===== config.mk =====
export PLATFORM = sky130hd
export DESIGN_NAME = adma_desc_queue_flat
export DESIGN_NICKNAME = d
export VERILOG_FILES = /design/src/rtl/adma_pkg.sv /design/src/rtl/adma_desc_queue_if.sv /design/src/rtl/adma_desc_ram.sv /design/src/rtl/adma_desc_queue.sv /design/src/flat_wrapper.sv
export SDC_FILE = /design/constraint.sdc
export NUM_CORES = 1
export LEC_CHECK = 0
export ABC_AREA = 1
export CORE_UTILIZATION = 58
export DETAILED_ROUTE_END_ITERATION = 6
export HOLD_SLACK_MARGIN = 0.1
export PLACE_DENSITY = 0.81
export SLEW_MARGIN = 20
export SYNTH_ARGS = -nofsm -noshare
export SYNTH_HDL_FRONTEND = slang
export SYNTH_HIERARCHICAL = 1
export SYNTH_SLANG_ARGS = --single-unit

===== constraint.sdc =====
create_clock -name aclk -period 15 [get_ports aclk]
set_input_delay 3 -clock aclk [delete_from_list [all_inputs] [get_ports aclk]]
set_output_delay 3 -clock aclk [all_outputs]
set_load 0.02 [all_outputs]

===== src/rtl/adma_pkg.sv =====
// Shared descriptor type and 1D-mode defaults for the ADMA descriptor queue.
package adma_pkg;

    localparam int ADMA_SRC_ADDR_W = 32;
    localparam int ADMA_DST_ADDR_W = 32;
    localparam int ADMA_LENGTH_W   = 16;

    typedef struct packed {
        logic [ADMA_SRC_ADDR_W-1:0] src_addr;
        logic [ADMA_DST_ADDR_W-1:0] dst_addr;
        logic [ADMA_LENGTH_W-1:0]   xlen;
        logic [ADMA_LENGTH_W-1:0]   ylen;
        logic [ADMA_LENGTH_W-1:0]   src_strd;
        logic [ADMA_LENGTH_W-1:0]   dst_strd;
    } adma_desc_t;

    localparam logic [ADMA_LENGTH_W-1:0] ADMA_1D_YLEN = ADMA_LENGTH_W'(1);
    localparam logic [ADMA_LENGTH_W-1:0] ADMA_1D_STRD = '0;

    // A 1D transfer is one row with no stride, whatever the CSRs held.
    function automatic adma_desc_t adma_apply_mode(input adma_desc_t d, input logic xfer_2d);
        adma_desc_t r;
        r = d;
        if (!xfer_2d) begin
            r.ylen     = ADMA_1D_YLEN;
            r.src_strd = ADMA_1D_STRD;
            r.dst_strd = ADMA_1D_STRD;
        end
        return r;
    endfunction

endpackage


===== src/rtl/adma_desc_queue_if.sv =====
// Push (CSR side) and issue (engine side) handshakes of one ADMA descriptor queue.
interface adma_desc_queue_if #(
    parameter int DMA_DESC_DEPTH = 4,
    parameter int SRC_ADDR_W     = 32,
    parameter int DST_ADDR_W     = 32,
    parameter int DMA_LENGTH_W   = 16
);
    localparam int DMA_XFER_ID_W = $clog2(DMA_DESC_DEPTH);

    logic                     desc_wr_vld_i;
    logic                     desc_wr_rdy_o;
    logic [SRC_ADDR_W-1:0]    desc_src_addr_i;
    logic [DST_ADDR_W-1:0]    desc_dst_addr_i;
    logic [DMA_LENGTH_W-1:0]  desc_xfer_xlen_i;
    logic [DMA_LENGTH_W-1:0]  desc_xfer_ylen_i;
    logic [DMA_LENGTH_W-1:0]  desc_src_strd_i;
    logic [DMA_LENGTH_W-1:0]  desc_dst_strd_i;

    logic                     iss_vld_o;
    logic                     iss_rdy_i;
    logic [DMA_XFER_ID_W-1:0] iss_id_o;
    logic [SRC_ADDR_W-1:0]    iss_src_addr_o;
    logic [DST_ADDR_W-1:0]    iss_dst_addr_o;
    logic [DMA_LENGTH_W-1:0]  iss_xlen_o;
    logic [DMA_LENGTH_W-1:0]  iss_ylen_o;
    logic [DMA_LENGTH_W-1:0]  iss_src_strd_o;
    logic [DMA_LENGTH_W-1:0]  iss_dst_strd_o;

    modport slave (
        input  desc_wr_vld_i, desc_src_addr_i, desc_dst_addr_i, desc_xfer_xlen_i,
               desc_xfer_ylen_i, desc_src_strd_i, desc_dst_strd_i, iss_rdy_i,
        output desc_wr_rdy_o, iss_vld_o, iss_id_o, iss_src_addr_o, iss_dst_addr_o,
               iss_xlen_o, iss_ylen_o, iss_src_strd_o, iss_dst_strd_o
    );

    modport master (
        output desc_wr_vld_i, desc_src_addr_i, desc_dst_addr_i, desc_xfer_xlen_i,
               desc_xfer_ylen_i, desc_src_strd_i, desc_dst_strd_i, iss_rdy_i,
        input  desc_wr_rdy_o, iss_vld_o, iss_id_o, iss_src_addr_o, iss_dst_addr_o,
               iss_xlen_o, iss_ylen_o, iss_src_strd_o, iss_dst_strd_o
    );
endinterface


===== src/rtl/adma_desc_ram.sv =====
// Descriptor storage: one write port, two asynchronous read ports (issue, cyclic copy).
module adma_desc_ram
    import adma_pkg::*;
#(
    parameter  int DEPTH = 4,
    localparam int AW    = $clog2(DEPTH)
) (
    input  logic       clk,
    input  logic       we,
    input  logic [AW-1:0] waddr,
    input  adma_desc_t wdata,
    input  logic [AW-1:0] raddr_a,
    output adma_desc_t rdata_a,
    input  logic [AW-1:0] raddr_b,
    output adma_desc_t rdata_b
);
    adma_desc_t mem [DEPTH];

    always_ff @(posedge clk) begin
        if (we) mem[waddr] <= wdata;
    end

    assign rdata_a = mem[raddr_a];
    assign rdata_b = mem[raddr_b];
endmodule


===== src/rtl/adma_desc_queue.sv =====
// Per-channel ADMA descriptor queue: push from CSRs, in-order issue, completion tracking.
// Optional ADMA_DESC_CYCLIC_EN: completed descriptors re-append themselves when xfer_cyclic_i=1.
module adma_desc_queue
    import adma_pkg::*;
#(
    parameter  int DMA_DESC_DEPTH = 4,
    parameter  int SRC_ADDR_W     = 32,
    parameter  int DST_ADDR_W     = 32,
    parameter  int DMA_LENGTH_W   = 16,
    localparam int DMA_XFER_ID_W  = $clog2(DMA_DESC_DEPTH)
) (
    input  logic                      aclk,
    input  logic                      aresetn,
    input  logic                      chn_en_i,
    input  logic                      xfer_2d_i,
    input  logic                      xfer_cyclic_i,
    input  logic                      xfer_cmpl_i,
    adma_desc_queue_if.slave          q_if,
    output logic [DMA_XFER_ID_W-1:0]  xfer_id_o,
    output logic [DMA_DESC_DEPTH-1:0] xfer_done_o,
    output logic [DMA_XFER_ID_W-1:0]  active_xfer_id_o,
    output logic                      irq_qed_o,
    output logic                      irq_com_o
);
    localparam int ID_W  = DMA_XFER_ID_W;
    localparam int PTR_W = ID_W + 1;

    logic [PTR_W-1:0]          wr_ptr, iss_ptr, cmp_ptr, count;
    logic [ID_W-1:0]           wr_slot, iss_slot, cmp_slot;
    logic                      full, push, iss_fire, cmpl_ok, reappend, cyc_block, we;
    logic [DMA_DESC_DEPTH-1:0] done_nxt;
    adma_desc_t                new_desc, iss_desc, cyc_desc, wr_desc;

    assign wr_slot  = wr_ptr[ID_W-1:0];
    assign iss_slot = iss_ptr[ID_W-1:0];
    assign cmp_slot = cmp_ptr[ID_W-1:0];
    assign count    = wr_ptr - cmp_ptr;
    assign full     = (count == PTR_W'(DMA_DESC_DEPTH));

`ifdef ADMA_DESC_CYCLIC_EN
    // The write port is needed for the re-append, so pushes yield to it.
    assign cyc_block = xfer_cmpl_i & xfer_cyclic_i;
    assign reappend  = cmpl_ok & xfer_cyclic_i;
`else
    logic unused_cyclic;
    assign unused_cyclic = xfer_cyclic_i;
    assign cyc_block     = 1'b0;
    assign reappend      = 1'b0;
`endif

    assign q_if.desc_wr_rdy_o = chn_en_i & ~full & ~cyc_block;
    assign push               = q_if.desc_wr_vld_i & q_if.desc_wr_rdy_o;
    assign q_if.iss_vld_o     = chn_en_i & (iss_ptr != wr_ptr);
    assign iss_fire           = q_if.iss_vld_o & q_if.iss_rdy_i;
    assign cmpl_ok            = xfer_cmpl_i & (cmp_ptr != iss_ptr);

    always_comb begin
        new_desc          = '0;
        new_desc.src_addr = ADMA_SRC_ADDR_W'(q_if.desc_src_addr_i);
        new_desc.dst_addr = ADMA_DST_ADDR_W'(q_if.desc_dst_addr_i);
        new_desc.xlen     = ADMA_LENGTH_W'(q_if.desc_xfer_xlen_i);
        new_desc.ylen     = ADMA_LENGTH_W'(q_if.desc_xfer_ylen_i);
        new_desc.src_strd = ADMA_LENGTH_W'(q_if.desc_src_strd_i);
        new_desc.dst_strd = ADMA_LENGTH_W'(q_if.desc_dst_strd_i);
        new_desc          = adma_apply_mode(new_desc, xfer_2d_i);
    end

    assign we      = push | reappend;
    assign wr_desc = push ? new_desc : cyc_desc;

    adma_desc_ram #(.DEPTH(DMA_DESC_DEPTH)) u_ram (
        .clk     (aclk),
        .we      (we),
        .waddr   (wr_slot),
        .wdata   (wr_desc),
        .raddr_a (iss_slot),
        .rdata_a (iss_desc),
        .raddr_b (cmp_slot),
        .rdata_b (cyc_desc)
    );

    assign q_if.iss_id_o       = iss_slot;
    assign q_if.iss_src_addr_o = SRC_ADDR_W'(iss_desc.src_addr);
    assign q_if.iss_dst_addr_o = DST_ADDR_W'(iss_desc.dst_addr);
    assign q_if.iss_xlen_o     = DMA_LENGTH_W'(iss_desc.xlen);
    assign q_if.iss_ylen_o     = DMA_LENGTH_W'(iss_desc.ylen);
    assign q_if.iss_src_strd_o = DMA_LENGTH_W'(iss_desc.src_strd);
    assign q_if.iss_dst_strd_o = DMA_LENGTH_W'(iss_desc.dst_strd);

    // Set before clear: a re-append into the slot just completed leaves it pending.
    always_comb begin
        done_nxt = xfer_done_o;
        if (cmpl_ok) done_nxt[cmp_slot] = 1'b1;
        if (we)      done_nxt[wr_slot]  = 1'b0;
    end

    always_ff @(posedge aclk or negedge aresetn) begin
        if (!aresetn) begin
            wr_ptr      <= '0;
            iss_ptr     <= '0;
            cmp_ptr     <= '0;
            xfer_done_o <= '1;
            irq_qed_o   <= 1'b0;
            irq_com_o   <= 1'b0;
        end else begin
            if (we)       wr_ptr  <= wr_ptr + 1'b1;
            if (iss_fire) iss_ptr <= iss_ptr + 1'b1;
            if (cmpl_ok)  cmp_ptr <= cmp_ptr + 1'b1;
            xfer_done_o <= done_nxt;
            irq_qed_o   <= push;
            irq_com_o   <= cmpl_ok;
        end
    end

    assign xfer_id_o        = wr_slot;
    assign active_xfer_id_o = cmp_slot;
endmodule


===== src/flat_wrapper.sv =====
// flat-port wrapper written by rule: the top's interface ports become plain ports
module adma_desc_queue_flat import adma_pkg::*;
#(
    parameter  int DMA_DESC_DEPTH = 4,
    parameter  int SRC_ADDR_W     = 32,
    parameter  int DST_ADDR_W     = 32,
    parameter  int DMA_LENGTH_W   = 16,
    localparam int DMA_XFER_ID_W  = $clog2(DMA_DESC_DEPTH)
)
  (aclk, aresetn, chn_en_i, xfer_2d_i, xfer_cyclic_i, xfer_cmpl_i, xfer_id_o, xfer_done_o, active_xfer_id_o, irq_qed_o, irq_com_o, q_if_desc_wr_vld_i, q_if_desc_src_addr_i, q_if_desc_dst_addr_i, q_if_desc_xfer_xlen_i, q_if_desc_xfer_ylen_i, q_if_desc_src_strd_i, q_if_desc_dst_strd_i, q_if_iss_rdy_i, q_if_desc_wr_rdy_o, q_if_iss_vld_o, q_if_iss_id_o, q_if_iss_src_addr_o, q_if_iss_dst_addr_o, q_if_iss_xlen_o, q_if_iss_ylen_o, q_if_iss_src_strd_o, q_if_iss_dst_strd_o);
  adma_desc_queue_if #(.DMA_DESC_DEPTH(DMA_DESC_DEPTH), .SRC_ADDR_W(SRC_ADDR_W), .DST_ADDR_W(DST_ADDR_W), .DMA_LENGTH_W(DMA_LENGTH_W)) q_if_i ();
  input  logic aclk;
  input  logic aresetn;
  input  logic chn_en_i;
  input  logic xfer_2d_i;
  input  logic xfer_cyclic_i;
  input  logic xfer_cmpl_i;
  output logic [DMA_XFER_ID_W-1:0] xfer_id_o;
  output logic [DMA_DESC_DEPTH-1:0] xfer_done_o;
  output logic [DMA_XFER_ID_W-1:0] active_xfer_id_o;
  output logic irq_qed_o;
  output logic irq_com_o;
  input wire logic [$bits(q_if_i.desc_wr_vld_i)-1:0] q_if_desc_wr_vld_i;
  input wire logic [$bits(q_if_i.desc_src_addr_i)-1:0] q_if_desc_src_addr_i;
  input wire logic [$bits(q_if_i.desc_dst_addr_i)-1:0] q_if_desc_dst_addr_i;
  input wire logic [$bits(q_if_i.desc_xfer_xlen_i)-1:0] q_if_desc_xfer_xlen_i;
  input wire logic [$bits(q_if_i.desc_xfer_ylen_i)-1:0] q_if_desc_xfer_ylen_i;
  input wire logic [$bits(q_if_i.desc_src_strd_i)-1:0] q_if_desc_src_strd_i;
  input wire logic [$bits(q_if_i.desc_dst_strd_i)-1:0] q_if_desc_dst_strd_i;
  input wire logic [$bits(q_if_i.iss_rdy_i)-1:0] q_if_iss_rdy_i;
  output wire logic [$bits(q_if_i.desc_wr_rdy_o)-1:0] q_if_desc_wr_rdy_o;
  output wire logic [$bits(q_if_i.iss_vld_o)-1:0] q_if_iss_vld_o;
  output wire logic [$bits(q_if_i.iss_id_o)-1:0] q_if_iss_id_o;
  output wire logic [$bits(q_if_i.iss_src_addr_o)-1:0] q_if_iss_src_addr_o;
  output wire logic [$bits(q_if_i.iss_dst_addr_o)-1:0] q_if_iss_dst_addr_o;
  output wire logic [$bits(q_if_i.iss_xlen_o)-1:0] q_if_iss_xlen_o;
  output wire logic [$bits(q_if_i.iss_ylen_o)-1:0] q_if_iss_ylen_o;
  output wire logic [$bits(q_if_i.iss_src_strd_o)-1:0] q_if_iss_src_strd_o;
  output wire logic [$bits(q_if_i.iss_dst_strd_o)-1:0] q_if_iss_dst_strd_o;
  assign q_if_i.desc_wr_vld_i = q_if_desc_wr_vld_i;
  assign q_if_i.desc_src_addr_i = q_if_desc_src_addr_i;
  assign q_if_i.desc_dst_addr_i = q_if_desc_dst_addr_i;
  assign q_if_i.desc_xfer_xlen_i = q_if_desc_xfer_xlen_i;
  assign q_if_i.desc_xfer_ylen_i = q_if_desc_xfer_ylen_i;
  assign q_if_i.desc_src_strd_i = q_if_desc_src_strd_i;
  assign q_if_i.desc_dst_strd_i = q_if_desc_dst_strd_i;
  assign q_if_i.iss_rdy_i = q_if_iss_rdy_i;
  assign q_if_desc_wr_rdy_o = q_if_i.desc_wr_rdy_o;
  assign q_if_iss_vld_o = q_if_i.iss_vld_o;
  assign q_if_iss_id_o = q_if_i.iss_id_o;
  assign q_if_iss_src_addr_o = q_if_i.iss_src_addr_o;
  assign q_if_iss_dst_addr_o = q_if_i.iss_dst_addr_o;
  assign q_if_iss_xlen_o = q_if_i.iss_xlen_o;
  assign q_if_iss_ylen_o = q_if_i.iss_ylen_o;
  assign q_if_iss_src_strd_o = q_if_i.iss_src_strd_o;
  assign q_if_iss_dst_strd_o = q_if_i.iss_dst_strd_o;
  adma_desc_queue #(.DMA_DESC_DEPTH(DMA_DESC_DEPTH), .SRC_ADDR_W(SRC_ADDR_W), .DST_ADDR_W(DST_ADDR_W), .DMA_LENGTH_W(DMA_LENGTH_W)) u_core (.aclk(aclk), .aresetn(aresetn), .chn_en_i(chn_en_i), .xfer_2d_i(xfer_2d_i), .xfer_cyclic_i(xfer_cyclic_i), .xfer_cmpl_i(xfer_cmpl_i), .q_if(q_if_i), .xfer_id_o(xfer_id_o), .xfer_done_o(xfer_done_o), .active_xfer_id_o(active_xfer_id_o), .irq_qed_o(irq_qed_o), .irq_com_o(irq_com_o));
endmodule

After elaboration in Yosys (flattened, before gate mapping)

Memory sizes are Yosys's and may differ from the RTL's.
Cells that the tools add are included.

Eq/ne operators: 3
Bitwise operators: 9
$lt $le $gt $ge: 4
Multiplexer cells: 10
Reduce and logical (&&, ||, !) cells: 2
Add/sub/neg operators: 4

Operators by type and width:

| cell                                                               | number |
|---|---|
| 2-to-1 mux 128 bit                                                 | 1 |
| 2-to-1 mux 48 bit                                                  | 1 |
| adder 3 x 1 -> 3 bit (second input constant)                       | 3 |
| 2-to-1 mux 4 bit                                                   | 2 |
| less-than comparator 2 x 3 -> 1 bit (second input constant)        | 2 |
| != test 3 bit                                                      | 2 |
| AND 1 bit                                                          | 5 |
| AND 4 bit                                                          | 1 |
| demux 1 bit (select 2 bit)                                         | 2 |
| greater-or-equal comparator 2 x 1 -> 1 bit (second input constant) | 2 |
| 2-to-1 mux 1 bit                                                   | 4 |
| inverter 4 bit                                                     | 1 |
| OR 4 bit                                                           | 1 |
| == test 3 bit (second input constant)                              | 1 |
| subtractor 3 bit                                                   | 1 |
| logical AND 1 bit                                                  | 2 |
| inverter 1 bit                                                     | 1 |

Memories: 1
Register bits: 15
Output and inout port bits: 142
Word-level logic and storage cells: 39
RAM bits: 512
Input port bits: 136

Memories:

| name             | words | bits a word | read ports | clocked after memory_dff | write ports | line                | text |
|---|---|---|---|---|---|---|---|
| u_core.u_ram.mem | 4     | 128         | 2          | 0                        | 1           | adma_desc_ram.sv:17 | `adma_desc_t mem [DEPTH];` |

Longest topological paths before layout

Word-level depth: 8
Depth in mapped cells: 13
Depth with buffers taken out: 11

Hierarchy

The synthesis kept the hierarchy.

By module, submodules not included:

| module          | seq. area each (um2) | cells an instance | area an instance (um2) | instances |
|---|---|---|---|---|
| adma_desc_ram   | 15374.7              | 2997              | 25964.9                | 1 |
| adma_desc_queue | 380.4                | 665               | 3438.3                 | 1 |

Worst setup path before layout

Ideal clock, no wire load.

Path kind: in2reg
From: input port q_if_desc_wr_vld_i
To: memory u_core/u_ram/mem[1][0] (netlist bit), enable pin
Setup time: 773 ps
Stages on the path: 7
Required time: 14227 ps
Path buffers: 3
Slack: 1864 ps
Data arrival time: 12364 ps
Cells stage by stage: buf_2 -> nand3_2 -> buf_4 -> buf_4 -> inv_1 -> inv_1 -> nor3_1

Longest elaborated chain between the ends: 3

Ends and longest elaborated chain:

| item                                   | line                  | text |
|---|---|---|
| from (decl)                            | flat_wrapper.sv:23    | `input wire logic [$bits(q_if_i.desc_wr_vld_i)-1:0] q_if_desc_wr_vld_i;` |
| AND 1 bit                              | adma_desc_queue.sv:52 | `assign push = q_if.desc_wr_vld_i & q_if.desc_wr_rdy_o;` |
| named net u_core.push                  | adma_desc_queue.sv:30 | `logic full, push, iss_fire, cmpl_ok, reappend, cyc_block, we;` |
| 2-to-1 mux 1 bit                       | adma_desc_ram.sv:20   | `if (we) mem[waddr] <= wdata;` |
| 2-to-1 mux 1 bit (not written as such) | adma_desc_ram.sv:20   |  |
| to (decl)                              | adma_desc_ram.sv:17   |  |

The timed path passes the listed nets, and every way through them passes these cells.

Worst setup path in the final report

From: input port chn_en_i
To: output port q_if_desc_wr_rdy_o

Longest elaborated chain between the ends: 1

Ends and longest elaborated chain:

| item        | line                  | text |
|---|---|---|
| from (decl) | flat_wrapper.sv:14    | `input logic chn_en_i;` |
| AND 1 bit   | adma_desc_queue.sv:51 | `assign q_if.desc_wr_rdy_o = chn_en_i & ~full & ~cyc_block;` |
| to (decl)   | flat_wrapper.sv:31    | `output wire logic [$bits(q_if_i.desc_wr_rdy_o)-1:0] q_if_desc_wr_rdy_o;` |

No other way between the ends.

==> impl_metrics.json <==
{
  "rsz0062_at_grt": "no",
  "grt_max_degree": 165,
  "timing.final.ws_setup_ns": 7.21,
  "path_class": "primary input to output port",
  "dp_hpwl_microns": 40100,
  "final_common_cell": "nand2_1",
  "slew_headroom_pct": 22.7,
  "cts_buffers": 53,
  "clock_skew_ns": 0.0109,
  "p_int_mw": 4.07,
  "wire_per_inst_microns": 17.6,
  "synthCells": 3662,
  "drv_cap": 0,
  "overflow": 0,
  "pin_count": 278,
  "placed_cell_area_sq_mm": 0.0317,
  "synth_nets": 3809,
  "vias_per_cell": 5.50,
  "syn_avg_cell_area_sq_um": 8.03,
  "postCtsSetupBuffers": 0,
  "grt_pass1_wl_microns": 121000,
  "cp.arrival_ns": 4.79,
  "max_stage_delay_ns": 0.59,
  "cp_top_family": "buffers and inverters",
  "vias": 24700,
  "dp_slack_ns": 7.23,
  "crit_path_end_kind": "output port",
  "finalPower_mw": 7.30,
  "place_inst": 4397,
  "grt.total_usage_pct": 30.5,
  "hold_violations": 0,
  "drt_iter0_markers": 2896,
  "die_h_microns": 227,
  "min_period_ns": 7.79,
  "synthTopCellsByArea": "edfxtp_1 (52%), nand2_1 (21%), nand3_1 (8.9%)",
  "antenna_found_initial": 1,
  "drv_slew": 0,
  "worst_path_max_delay_cell": "clkdlybuf4s50_1",
  "htree_num_levels": 2,
  "path_cells": "buf_4 -> buf_4 -> nand2_1 -> inv_1 -> clkdlybuf4s50_1",
  "power_switching_mw": 3.24,
  "clock_latency_ns": 0.59,
  "cts_max_path_buffers": 3,
  "root_buffer": "clkbuf_16",
  "dieArea_sq_mm": 0.0516,
  "wl_microns": 79100,
  "grt_pass1_vias": 23300,
  "drive_above_1_share_pct": 3.01,
  "die_x_microns": 227,
  "synth_area_leader_cell": "edfxtp_1",
  "leakagePower_nw": 15.9,
  "ys.warnings.count": 6,
  "critPathMaxFanout": 44,
  "vdd_drop_max_mv": 0.159,
  "hold_path_class": "flip-flop to flip-flop",
  "worstMarginPinSlew_ns": 1.16,
  "setup_violations": 0,
  "cts.sinks": 527,
  "synth_area_sq_mm": 0.0294,
  "ys_ff_latch": 527,
  "clkTransAtPathRegs_ns": 0.06,
  "stdcell_area_sq_mm": 0.0333,
  "layout_common_cells": "nand2_1 (1615), inv_1 (586), nand3_1 (521)",
  "seq_power_share_pct": 32.1,
  "status": "finished, final reports clean",
  "holdWs_ns": 0.538,
  "ant_nets": 0,
  "crit_path_start_kind": "primary input",
  "drt_pass1_iterations": 6,
  "rows": 82,
  "diodes": 0,
  "seq_area_frac_synth_pct": 53.6,
  "layout.nets": 3928,
  "cts_tree": "done",
  "utilization_pct": 66.5,
  "drc_errors": 0,
  "start_util_pct": 58.7,
  "comb_power_share_pct": 51.0,
  "worstPathRequired_ns": 12.00,
  "yosysUniqueCellTypes": 22,
  "gp_congestion": 0.795,
  "p_clk_share_pct": 16.9,
  "synth.top_cell.area_share_pct": 52.3,
  "path_buf_inv": 4,
  "powerDensity_mw_per_mm2": 220,
  "period_share_pct": 51.9,
  "instances_no_fill": 4490,
  "max_freq_ghz": 0.128,
  "crit_top_cell": "buf_4",
  "syn_to_final_growth_pct": 13.2,
  "core_sq_mm": 0.0501,
  "cts_hold_buffers": 0,
  "port_buffers": 276,
  "swShare_pct": 44.3,
  "cts_resized": 0,
  "tns_ns": 0
}
path summary, 6_finish.rpt:
path	cells past startpoint	endpoint	slack (ns)	startpoint
worst min-delay path	4	u_core/xfer_done_o[2]	0.54	u_core/xfer_done_o[2]
min in group asynchronous	1	u_core/wr_ptr[2]	2.84	aresetn
worst max register to register	11	u_core/u_ram/mem[2][38]	10.21	u_core/cmp_ptr[1]
worst max-delay path	5	q_if_desc_wr_rdy_o	7.21	chn_en_i
worst min register to register	4	u_core/xfer_done_o[2]	0.54	u_core/xfer_done_o[2]
max in group asynchronous	1	u_core/cmp_ptr[1]	11.63	aresetn
power by group through the flow:
| stage | Sequential (mW) | Clock, mW | Combinational (mW) |
|---|---|---|---|
| floorplan | 2.33 | 0 | 2.64 |
| global placement | 2.37 | 0 | 3.59 |
| detailed placement | 2.37 | 0 | 3.65 |
| CTS | 2.34 | 1.25 | 3.67 |
| global route | 2.37 | 1.30 | 4.06 |
| finish | 2.35 | 1.23 | 3.73 |
flip-flops by register name, summed over array words and instances, names as in the netlist:
| signal | flops |
|---|---|
| u_core/wr_ptr | 3 |
| u_core/irq_com_o | 1 |
| u_core/iss_ptr | 3 |
| u_core/xfer_done_o | 4 |
| u_core/u_ram/mem | 512 |
| u_core/irq_qed_o | 1 |
| u_core/cmp_ptr | 3 |
metal layers:
layer  part of all wire [%]  up-vias  GRT usage, %
li1                       -    11800             -
met1                     38    11300          38.7
met2                     48     1390          51.4
met3                     11      184          5.51
met4                    3.1        2          13.1
met5                  0.014        -             0
cells in the mapped netlist:
| cell type | instances |
|---|---|
| a21oi_1 | 1 |
| nand3_2 | 2 |
| and2_1 | 1 |
| xor2_1 | 2 |
| nor2_1 | 2 |
| xnor2_1 | 7 |
| ha_1 | 11 |
| buf_2 | 107 |
| buf_1 | 11 |
| buf_6 | 61 |
| dfstp_2 | 4 |
| nor3_1 | 4 |
| inv_4 | 2 |
| nand2_1 | 1615 |
| edfxtp_1 | 512 |
| o21ai_0 | 3 |
| buf_4 | 34 |
| nand4_1 | 135 |
| dfrtp_1 | 11 |
| clkbuf_1 | 28 |
| inv_1 | 588 |
| nand3_1 | 521 |
area by class of cell:
class                      count  area, sq um
clock buffer                  67         1380
clock inverter                25          191
fill                        4001        16800
inverter                     590         2230
multi-input combinational   2304         9840
sequential                   527        15800
tap                          672          841
timing repair buffer         305         3020
logic make-up after synthesis:
group,Yosys count,synth area share [%]
XOR/XNOR,9,0.268
buffers and inverters,831,13.1
flip-flops,527,53.6
adder cells (fa/ha/maj),11,0.468
AO/OA/AOI/OAI,4,0.0681
AND/OR/NAND/NOR,2280,32.5
worst min-delay path, stage by stage (launching register included):
cell and delay, ns:
dfstp_2 0.36, inv_1 0.04, nand2_1 0.04, nand2_1 0.05
inv_1 0.04
Power figures use the tool's default switching activity.
